==> config.mk <==
export PLATFORM = sky130hd
export DESIGN_NAME = fpu_issue_arbiter
export DESIGN_NICKNAME = d
export VERILOG_FILES = /design/src/rtl/fpu_issue_arbiter.sv
export SDC_FILE = /design/constraint.sdc
export NUM_CORES = 1
export LEC_CHECK = 0
export CORE_ASPECT_RATIO = 0.6
export CORE_MARGIN = 5
export CORE_UTILIZATION = 34
export CTS_BUF_LIST = sky130_fd_sc_hd__clkbuf_4 sky130_fd_sc_hd__clkbuf_8 sky130_fd_sc_hd__clkbuf_16
export DETAILED_ROUTE_END_ITERATION = 12
export GPL_ROUTABILITY_DRIVEN = 0
export PLACE_DENSITY_LB_ADDON = 0.25
export SLEW_MARGIN = 0
export SYNTH_ARGS = -nofsm -noshare
export SYNTH_HDL_FRONTEND = slang
export SYNTH_SLANG_ARGS = --single-unit
==> constraint.sdc <==
create_clock -name clk -period 2.4 [get_ports clk]
set_clock_uncertainty 0.1 [all_clocks]
set_input_delay 0.24 -clock clk [delete_from_list [all_inputs] [get_ports clk]]
set_output_delay 0.24 -clock clk [all_outputs]
set_load 0.01 [all_outputs]
==> src/rtl/fpu_issue_arbiter.sv <==
// Round-robin issue arbiter that shares one fixed-latency pipelined FPU add/sub
// between NUM_REQ requesters, routes results back by tag and supports draining.
module fpu_issue_arbiter #(
    parameter int NUM_REQ     = 4,
    parameter int FPU_LATENCY = 5,
    parameter int ID_W        = 2
) (
    input  logic                  clk,
    input  logic                  reset,
    input  logic [NUM_REQ-1:0]    req_valid,
    output logic [NUM_REQ-1:0]    req_ready,
    input  logic [32*NUM_REQ-1:0] req_in1,
    input  logic [32*NUM_REQ-1:0] req_in2,
    input  logic [NUM_REQ-1:0]    req_calc_mode,
    input  logic [2*NUM_REQ-1:0]  req_round_mode,
    output logic [31:0]           fpu_in1,
    output logic [31:0]           fpu_in2,
    output logic                  fpu_calc_mode,
    output logic [1:0]            fpu_round_mode,
    output logic                  fpu_issue,
    input  logic [31:0]           fpu_result,
    output logic [NUM_REQ-1:0]    resp_valid,
    output logic [31:0]           resp_data,
    input  logic                  drain_req,
    output logic                  drain_done,
    output logic [ID_W+1:0]       inflight
);
    localparam int CNT_W = ID_W + 2;

    typedef enum logic [1:0] {ST_RUN, ST_DRAIN, ST_IDLE} state_e;

    state_e                           state_q, state_d;
    logic [ID_W-1:0]                  ptr_q, ptr_d;
    logic [FPU_LATENCY-1:0]           tag_vld_q, tag_vld_d;
    logic [FPU_LATENCY-1:0][ID_W-1:0] tag_id_q, tag_id_d;
    logic [CNT_W-1:0]                 inflight_q, inflight_d;
    logic [31:0]                      fpu_in1_q, fpu_in1_d;
    logic [31:0]                      fpu_in2_q, fpu_in2_d;
    logic                             fpu_calc_mode_q, fpu_calc_mode_d;
    logic [1:0]                       fpu_round_mode_q, fpu_round_mode_d;
    logic                             fpu_issue_q, fpu_issue_d;
    logic [NUM_REQ-1:0]               resp_valid_q, resp_valid_d;
    logic [31:0]                      resp_data_q, resp_data_d;
    logic                             drain_done_q, drain_done_d;

    logic            found;
    logic            accept;
    logic            retire;
    logic [ID_W-1:0] winner;
    int              cand;
    logic [31:0]     sel_in1, sel_in2;
    logic            sel_calc_mode;
    logic [1:0]      sel_round_mode;

    // Round-robin scan starting at the pointer; grants are gated by state and drain_req.
    always_comb begin
        // NOTE: every always_comb output gets a default first so no path can infer a latch.
        found     = 1'b0;
        winner    = ptr_q;
        cand      = 0;
        req_ready = '0;
        for (int i = 0; i < NUM_REQ; i++) begin
            cand = (int'(ptr_q) + i) % NUM_REQ;
            if (!found && req_valid[ID_W'(cand)]) begin
                found  = 1'b1;
                winner = ID_W'(cand);
            end
        end
        accept = found && (state_q == ST_RUN) && !drain_req;
        if (accept) req_ready[winner] = 1'b1;
    end

    always_comb begin
        sel_in1        = '0;
        sel_in2        = '0;
        sel_calc_mode  = 1'b0;
        sel_round_mode = '0;
        for (int i = 0; i < NUM_REQ; i++) begin
            if (ID_W'(i) == winner) begin
                sel_in1        = req_in1[32*i +: 32];
                sel_in2        = req_in2[32*i +: 32];
                sel_calc_mode  = req_calc_mode[i];
                sel_round_mode = req_round_mode[2*i +: 2];
            end
        end
    end

    always_comb begin
        retire = tag_vld_q[FPU_LATENCY-1];

        ptr_d = ptr_q;
        if (accept) ptr_d = (winner == ID_W'(NUM_REQ - 1)) ? '0 : winner + ID_W'(1);

        fpu_in1_d        = accept ? sel_in1 : fpu_in1_q;
        fpu_in2_d        = accept ? sel_in2 : fpu_in2_q;
        fpu_calc_mode_d  = accept ? sel_calc_mode : fpu_calc_mode_q;
        fpu_round_mode_d = accept ? sel_round_mode : fpu_round_mode_q;
        fpu_issue_d      = accept;

        tag_vld_d = {tag_vld_q[FPU_LATENCY-2:0], accept};
        tag_id_d  = {tag_id_q[FPU_LATENCY-2:0], winner};

        resp_valid_d = '0;
        resp_data_d  = resp_data_q;
        if (retire) begin
            resp_valid_d[tag_id_q[FPU_LATENCY-1]] = 1'b1;
            resp_data_d                           = fpu_result;
        end

        case ({accept, retire})
            2'b10:   inflight_d = inflight_q + CNT_W'(1);
            2'b01:   inflight_d = inflight_q - CNT_W'(1);
            default: inflight_d = inflight_q;
        endcase

        state_d = state_q;
        case (state_q)
            ST_RUN:   if (drain_req) state_d = ST_DRAIN;
            ST_DRAIN: if (inflight_q == '0 && !retire) state_d = ST_IDLE;
            ST_IDLE:  if (!drain_req) state_d = ST_RUN;
            default:  state_d = ST_RUN;
        endcase
        drain_done_d = (state_d == ST_IDLE);
    end

    always_ff @(posedge clk) begin
        // NOTE: sequential state uses non-blocking assignments so every flop samples pre-edge values.
        if (!reset) begin
            state_q          <= ST_RUN;
            ptr_q            <= '0;
            tag_vld_q        <= '0;
            tag_id_q         <= '0;
            inflight_q       <= '0;
            fpu_in1_q        <= '0;
            fpu_in2_q        <= '0;
            fpu_calc_mode_q  <= 1'b0;
            fpu_round_mode_q <= '0;
            fpu_issue_q      <= 1'b0;
            resp_valid_q     <= '0;
            resp_data_q      <= '0;
            drain_done_q     <= 1'b0;
        end else begin
            state_q          <= state_d;
            ptr_q            <= ptr_d;
            tag_vld_q        <= tag_vld_d;
            tag_id_q         <= tag_id_d;
            inflight_q       <= inflight_d;
            fpu_in1_q        <= fpu_in1_d;
            fpu_in2_q        <= fpu_in2_d;
            fpu_calc_mode_q  <= fpu_calc_mode_d;
            fpu_round_mode_q <= fpu_round_mode_d;
            fpu_issue_q      <= fpu_issue_d;
            resp_valid_q     <= resp_valid_d;
            resp_data_q      <= resp_data_d;
            drain_done_q     <= drain_done_d;
        end
    end

    assign fpu_in1        = fpu_in1_q;
    assign fpu_in2        = fpu_in2_q;
    assign fpu_calc_mode  = fpu_calc_mode_q;
    assign fpu_round_mode = fpu_round_mode_q;
    assign fpu_issue      = fpu_issue_q;
    assign resp_valid     = resp_valid_q;
    assign resp_data      = resp_data_q;
    assign drain_done     = drain_done_q;
    assign inflight       = inflight_q;

endmodule

After elaboration in Yosys (flattened, before gate mapping)
Index checks and enable logic that the tools add are counted.

Register bits after elaboration: 128. Logic and storage cells: 104.

$add $sub $neg: 6. Order comparisons: 8. Muxes and demuxes: 46. Equal/unequal tests: 9. Reductions and logical operators: 18.

Operators with widths (count): $mux 32 (8); $mux 2 (11); $mux 1 (18); $lt 2x4->1 const B (4); $bmux 1 s2 (4); $eq 2x2->1 const B (4); $logic_and 1x1->1 (8); $pmux 4 s2 (1); $lt 2x3->1 const B (2); $pmux 2 s3 (1); $logic_not 1->1 (5); $add 2x1->2 const B (2); $add 2x2->2 const B (2); $add 4x1->4 const B (1); $demux 1 s2 (2); $eq 2x1->1 const B (2); $eq 2x2->1 const A (2); $ge 2x1->1 const B (2); $logic_not 2->1 (2); $logic_not 4->1 (1); $mux 4 (1); $sub 4x1->4 const B (1); $eq 1x2->1 const A (1); $reduce_and 2->1 (1); $reduce_bool 2->1 (1).

Depth between registers and ports, before layout
Depth after elaboration: 18. Depth in mapped cells: 12. Depth with buffers taken out: 10.

Worst setup path before layout
OpenSTA, ideal clock, no wires.

Kind: register to register. Start: register state_q[1]. End: register inflight_q[2], in the netlist inflight[2]. Clock period less this slack: 2.571 ns. Slack: -0.171 ns. Arrival time: 2.395 ns. Stages on the path, launching flop included: 13. Setup time: 0.076 ns. Cells stage by stage: dfxtp_1 > nor3_1 > a21boi_2 > buf_2 > buf_2 > inv_1 > ha_1 > xor2_1 > ha_1 > a21oi_1 > xor2_1 > or3_1 > a21boi_0.

Word-level cells in the longest chain between the ends: 5.

RTL lines: start, declared (RTL line 32) `state_e state_q, state_d;`; start signal, assigned (RTL line 143) `state_q <= state_d;`; $logic_not 2->1 (*) (RTL line 69) `accept = found && (state_q == ST_RUN) && !drain_req;`; $logic_and 1x1->1 (*) (2 in a row) (RTL line 69); $eq 2x1->1 or $eq 2x2->1 (tied branches) (RTL line 110) `case ({accept, retire})`; $pmux 4 s2 or $reduce_bool 2->1 (tied branches); end signal, assigned (RTL line 147) `inflight_q <= inflight_d;`; end, declared (RTL line 36) `logic [CNT_W-1:0] inflight_q, inflight_d;`.

Every way passes the cells marked *; elsewhere a longest branch is shown, timed or not. A chain may end at the register's enable or synchronous reset.

==> results by group <==
Layout
  • Fin util: 0.655
  • Share of layout cells above drive strength 1: 0.145
  • Non-filler instance count after layout: 1458
  • Nets@finish: 1490
  • Design area: 12500 µm²
  • Layout Area Growth over Synthesis: 88.0%

Placement
  • Placed Instances: 1403
  • # port buffers: 419
  • Area after DPL: 11300 µm²
  • DPL Wire Length: 20.2 mm

Route
  • WL/cell: 20.0 µm
  • Final ANT Viol Nets: 0
  • Vias: 7525
  • Pre-Repair DR Iteration Count: 6
  • Via density: 5.16
  • Drc violations: 0
  • Initial drt markers: 311
  • Total wire length: 29.2 mm

GRT
  • Antenna violations before repair: 5
  • GR Util All Layers: 0.241
  • Vias in the first global route: 7469
  • Gr ovfl total: 0
  • Pin count of the biggest net entering global routing: 71
  • Global-route wire length before repair: 43.0 mm

Logic synthesis
  • Yosys reg bits: 127
  • Asr flop ratio synth: 0
  • Sequential fraction of the synthesis area: 0.382
  • Yosys cell types: 37
  • Synth Instances: 755
  • Yosys warning total: 0
  • Top_reg_cell synth: dfxtp_1
  • Synth Cell Area: 6660 µm²
  • Syn avg cell area: 8.82 µm²
  • EDFF count, synth: 0
  • Net count after synthesis: 1069

Setup path
  • Worst EP arrival: 2.61 ns
  • CP Data Required Time: 2.56 ns
  • Critical path class: flop to flop
  • R2R Path End: fpu_in2[0]$_SDFFE_PN0P_
  • Setup crit start kind: flop
  • Worst reg-to-reg path cell count: 13
  • Worst-path fanout max: 4
  • CP top delay family: compound AO/OA/AOI/OAI gates
  • Reg2reg start: ptr_q[0]$_SDFFE_PN0P_
  • Critical path buffers and inverters: 5
  • Worst-path cell chain: nor2b_1, a21o_1, a221oi_2, buf_4, ha_4, buf_6, nor2b_4, buf_12, clkbuf_16, buf_6, a221oi_2, a211o_1, a31oi_1
  • Reg2Reg Setup Slack: -0.05 ns
  • Slowest cell on crit path: dfxtp_2
  • Largest stage delay, worst path: 0.36 ns
  • Crit. End Element: flop

Die
  • Die W: 191 µm
  • Core Area: 19100 µm²
  • Initial Util: 0.348
  • DIE AREA: 22600 µm²
  • Std-Cell Rows: 39
  • Number of I/O pins: 420
  • Die height: 118 µm

STA
  • Least-Margin Pin Slew: 0.653 ns
  • Fin crit period: 2.45 ns
  • Unrepaired setup endpoints after global routing: yes
  • Max Fclk: 409 MHz
  • Max Slew Vio Count: 0
  • Final hold violations: 0
  • Final Setup Violations: 11
  • Setup ws final: -0.0451 ns
  • Relative slew slack: 0.565
  • Post-route clock period utilization: 1.02
  • Total Neg Setup Slack: -0.196 ns

Clock network
  • Cell chosen for the clock root: clkbuf_16
  • Worst-skew pair later-pin latency: 0.42 ns
  • CTS tree: done
  • CTS max path bufs: 2
  • CTS buffer count: 17
  • H-tree Lvls: 4
  • CTS Sinks: 127
  • Clock Pin Slew Worst Setup and Hold Paths: 0.07 ns

Hold path
  • Hold worst-path end: inflight[3]$_SDFFE_PN0P_
  • Hold path depth: 3
  • Worst hold start: reset
  • Worst hold path class: input port to flop

Power and ir drop
  • Sw frac: 0.330
  • Combinational share of power: 0.415
  • Peak VDD IR: 460 µV
  • Pwr dens: 680 nW/µm²
  • Leak Pwr: 4.83 nW
  • Total Power: 8.51 mW
  • Int Power: 5.70 mW
  • Seq pwr share: 0.286
  • Clock Power Share: 0.299
  • Psw: 2.81 mW

Status
  • Status: complete, but fails checks
  • Failing checks: negative setup slack

Job
  • Max cap viols: 0
==> Yosys cell counts (2+ instances only) <==
master    instances  area share
ha_1              7       0.013
nor2_1            3      0.0017
clkbuf_1         45       0.025
nor3_1            2      0.0015
a21boi_1          2      0.0023
a211o_1          67       0.088
xor2_1            2      0.0026
nor2b_1          38       0.036
buf_4             3      0.0034
nor3b_1           2      0.0023
and2_1           20       0.019
nand3b_1          2      0.0023
or3_1             3      0.0028
a221oi_1         39       0.051
mux2i_1          35       0.053
a221oi_2         29       0.065
dfxtp_1         127        0.38
nand2b_1          4      0.0038
buf_12            3      0.0090
a21oi_1           4      0.0030
a31oi_1          68       0.064
buf_2            26       0.020
nand2_1          71       0.040
inv_1            71       0.040
o21ai_0          70       0.053
==> logic make-up after synthesis <==
group                      share of synthesized area
xor gates and xnor gates                     0.00395
adders and majority gates                     0.0131
buffers and inverters                         0.0990
AOI/OAI and AO/OA                              0.332
DFF                                            0.382
and+or+nand+nor                                0.118
muxes                                         0.0526
==> worst max-delay path by stage <==
stage	from	cells after the start	endpoint	slack [ns]
after CTS	ptr_q[1]$_SDFFE_PN0P_	14	fpu_in1[24]$_SDFFE_PN0P_	-0.05
after global routing	ptr_q[1]$_SDFFE_PN0P_	14	fpu_in1[4]$_SDFFE_PN0P_	-0.16
final	ptr_q[0]$_SDFFE_PN0P_	13	fpu_in2[0]$_SDFFE_PN0P_	-0.05
after global placement	req_valid[2]	11	fpu_in2[2]$_SDFFE_PN0P_	-0.85
after detailed placement	req_valid[2]	11	fpu_in1[24]$_SDFFE_PN0P_	-0.96
after floorplan	req_valid[2]	10	fpu_in1[0]$_SDFFE_PN0P_	-0.003
==> area by class of cell <==
| type | count | area [µm²] |
|---|---|---|
| multi-input combinational | 480 | 3730 |
| antenna | 3 | 7.51 |
| tap | 266 | 333 |
| clock inverter | 15 | 149 |
| inverter | 71 | 267 |
| clock buffer | 17 | 425 |
| sequential | 127 | 2550 |
| timing repair buffer | 479 | 5060 |
| fill | 1598 | 6610 |
==> power groups by stage <==
stage | clock network (mW) | registers, mW | logic, mW
finish | 2.55 | 2.43 | 3.53
global route | 2.70 | 2.46 | 3.78
CTS | 2.60 | 2.43 | 3.24
detailed placement | 0 | 2.47 | 3.00
global placement | 0 | 2.47 | 2.96
floorplan | 0 | 2.55 | 1.50
==> repair_timing <==
item | CTS | global route
setup buffers | 7 | 6
setup endpoints to repair | 71 | 72
resized for setup | 39 | 45
pin swaps | 4 | 92
hold buffers | 0 | 0
cloned | 3 | 4
==> sequential cells by signal, indices dropped and copies added, names as in the netlist <==
| signal | flops |
|---|---|
| tag_id_d | 8 |
| ptr_q | 2 |
| fpu_round_mode | 2 |
| drain_done | 1 |
| state_q | 2 |
| inflight | 4 |
| tag_vld_q | 5 |
| fpu_in1 | 32 |
| fpu_calc_mode | 1 |
| tag_id_q | 2 |
| resp_data | 32 |
| fpu_in2 | 32 |
| resp_valid | 4 |
==> layout by cell type (no fill, tap or decap), drive strengths merged, types with 4 or more instances in the layout <==
cell type      count
and2              20
a21boi             4
nand2             71
buf               60
nand2b             4
clkinvlp           4
clkdlybuf4s50    412
ha                 7
dfxtp            127
a221oi            68
o21ai             70
nor2b             40
a31oi             68
a21oi              4
a211o             67
mux2i             35
clkbuf            21
inv               79
==> layer usage <==
layer | up-vias | track usage | wire [µm]
met4 | 4 | 0.0744 | 617
met3 | 43 | 0.0905 | 2470
met5 | - | 0 | 34
li1 | 3608 | - | -
met1 | 3556 | 0.285 | 11800
met2 | 314 | 0.408 | 14300
==> metrics by stage <==
stage	hold slack (ns)	worst slack [ns]
detailed placement	0.318	-0.963
global route	0.274	-0.160
finish	0.268	-0.0451
floorplan	0.295	-0.00330
global placement	0.316	-0.853
CTS	0.237	-0.0466
==> tightest hold or removal path, delay by kind of cell <==
kind	cells	cell delay (ns)
simple gates	1	0.14
buf+inv	1	0.27
mux	1	0.05
Power figures use the tool's default switching activity.
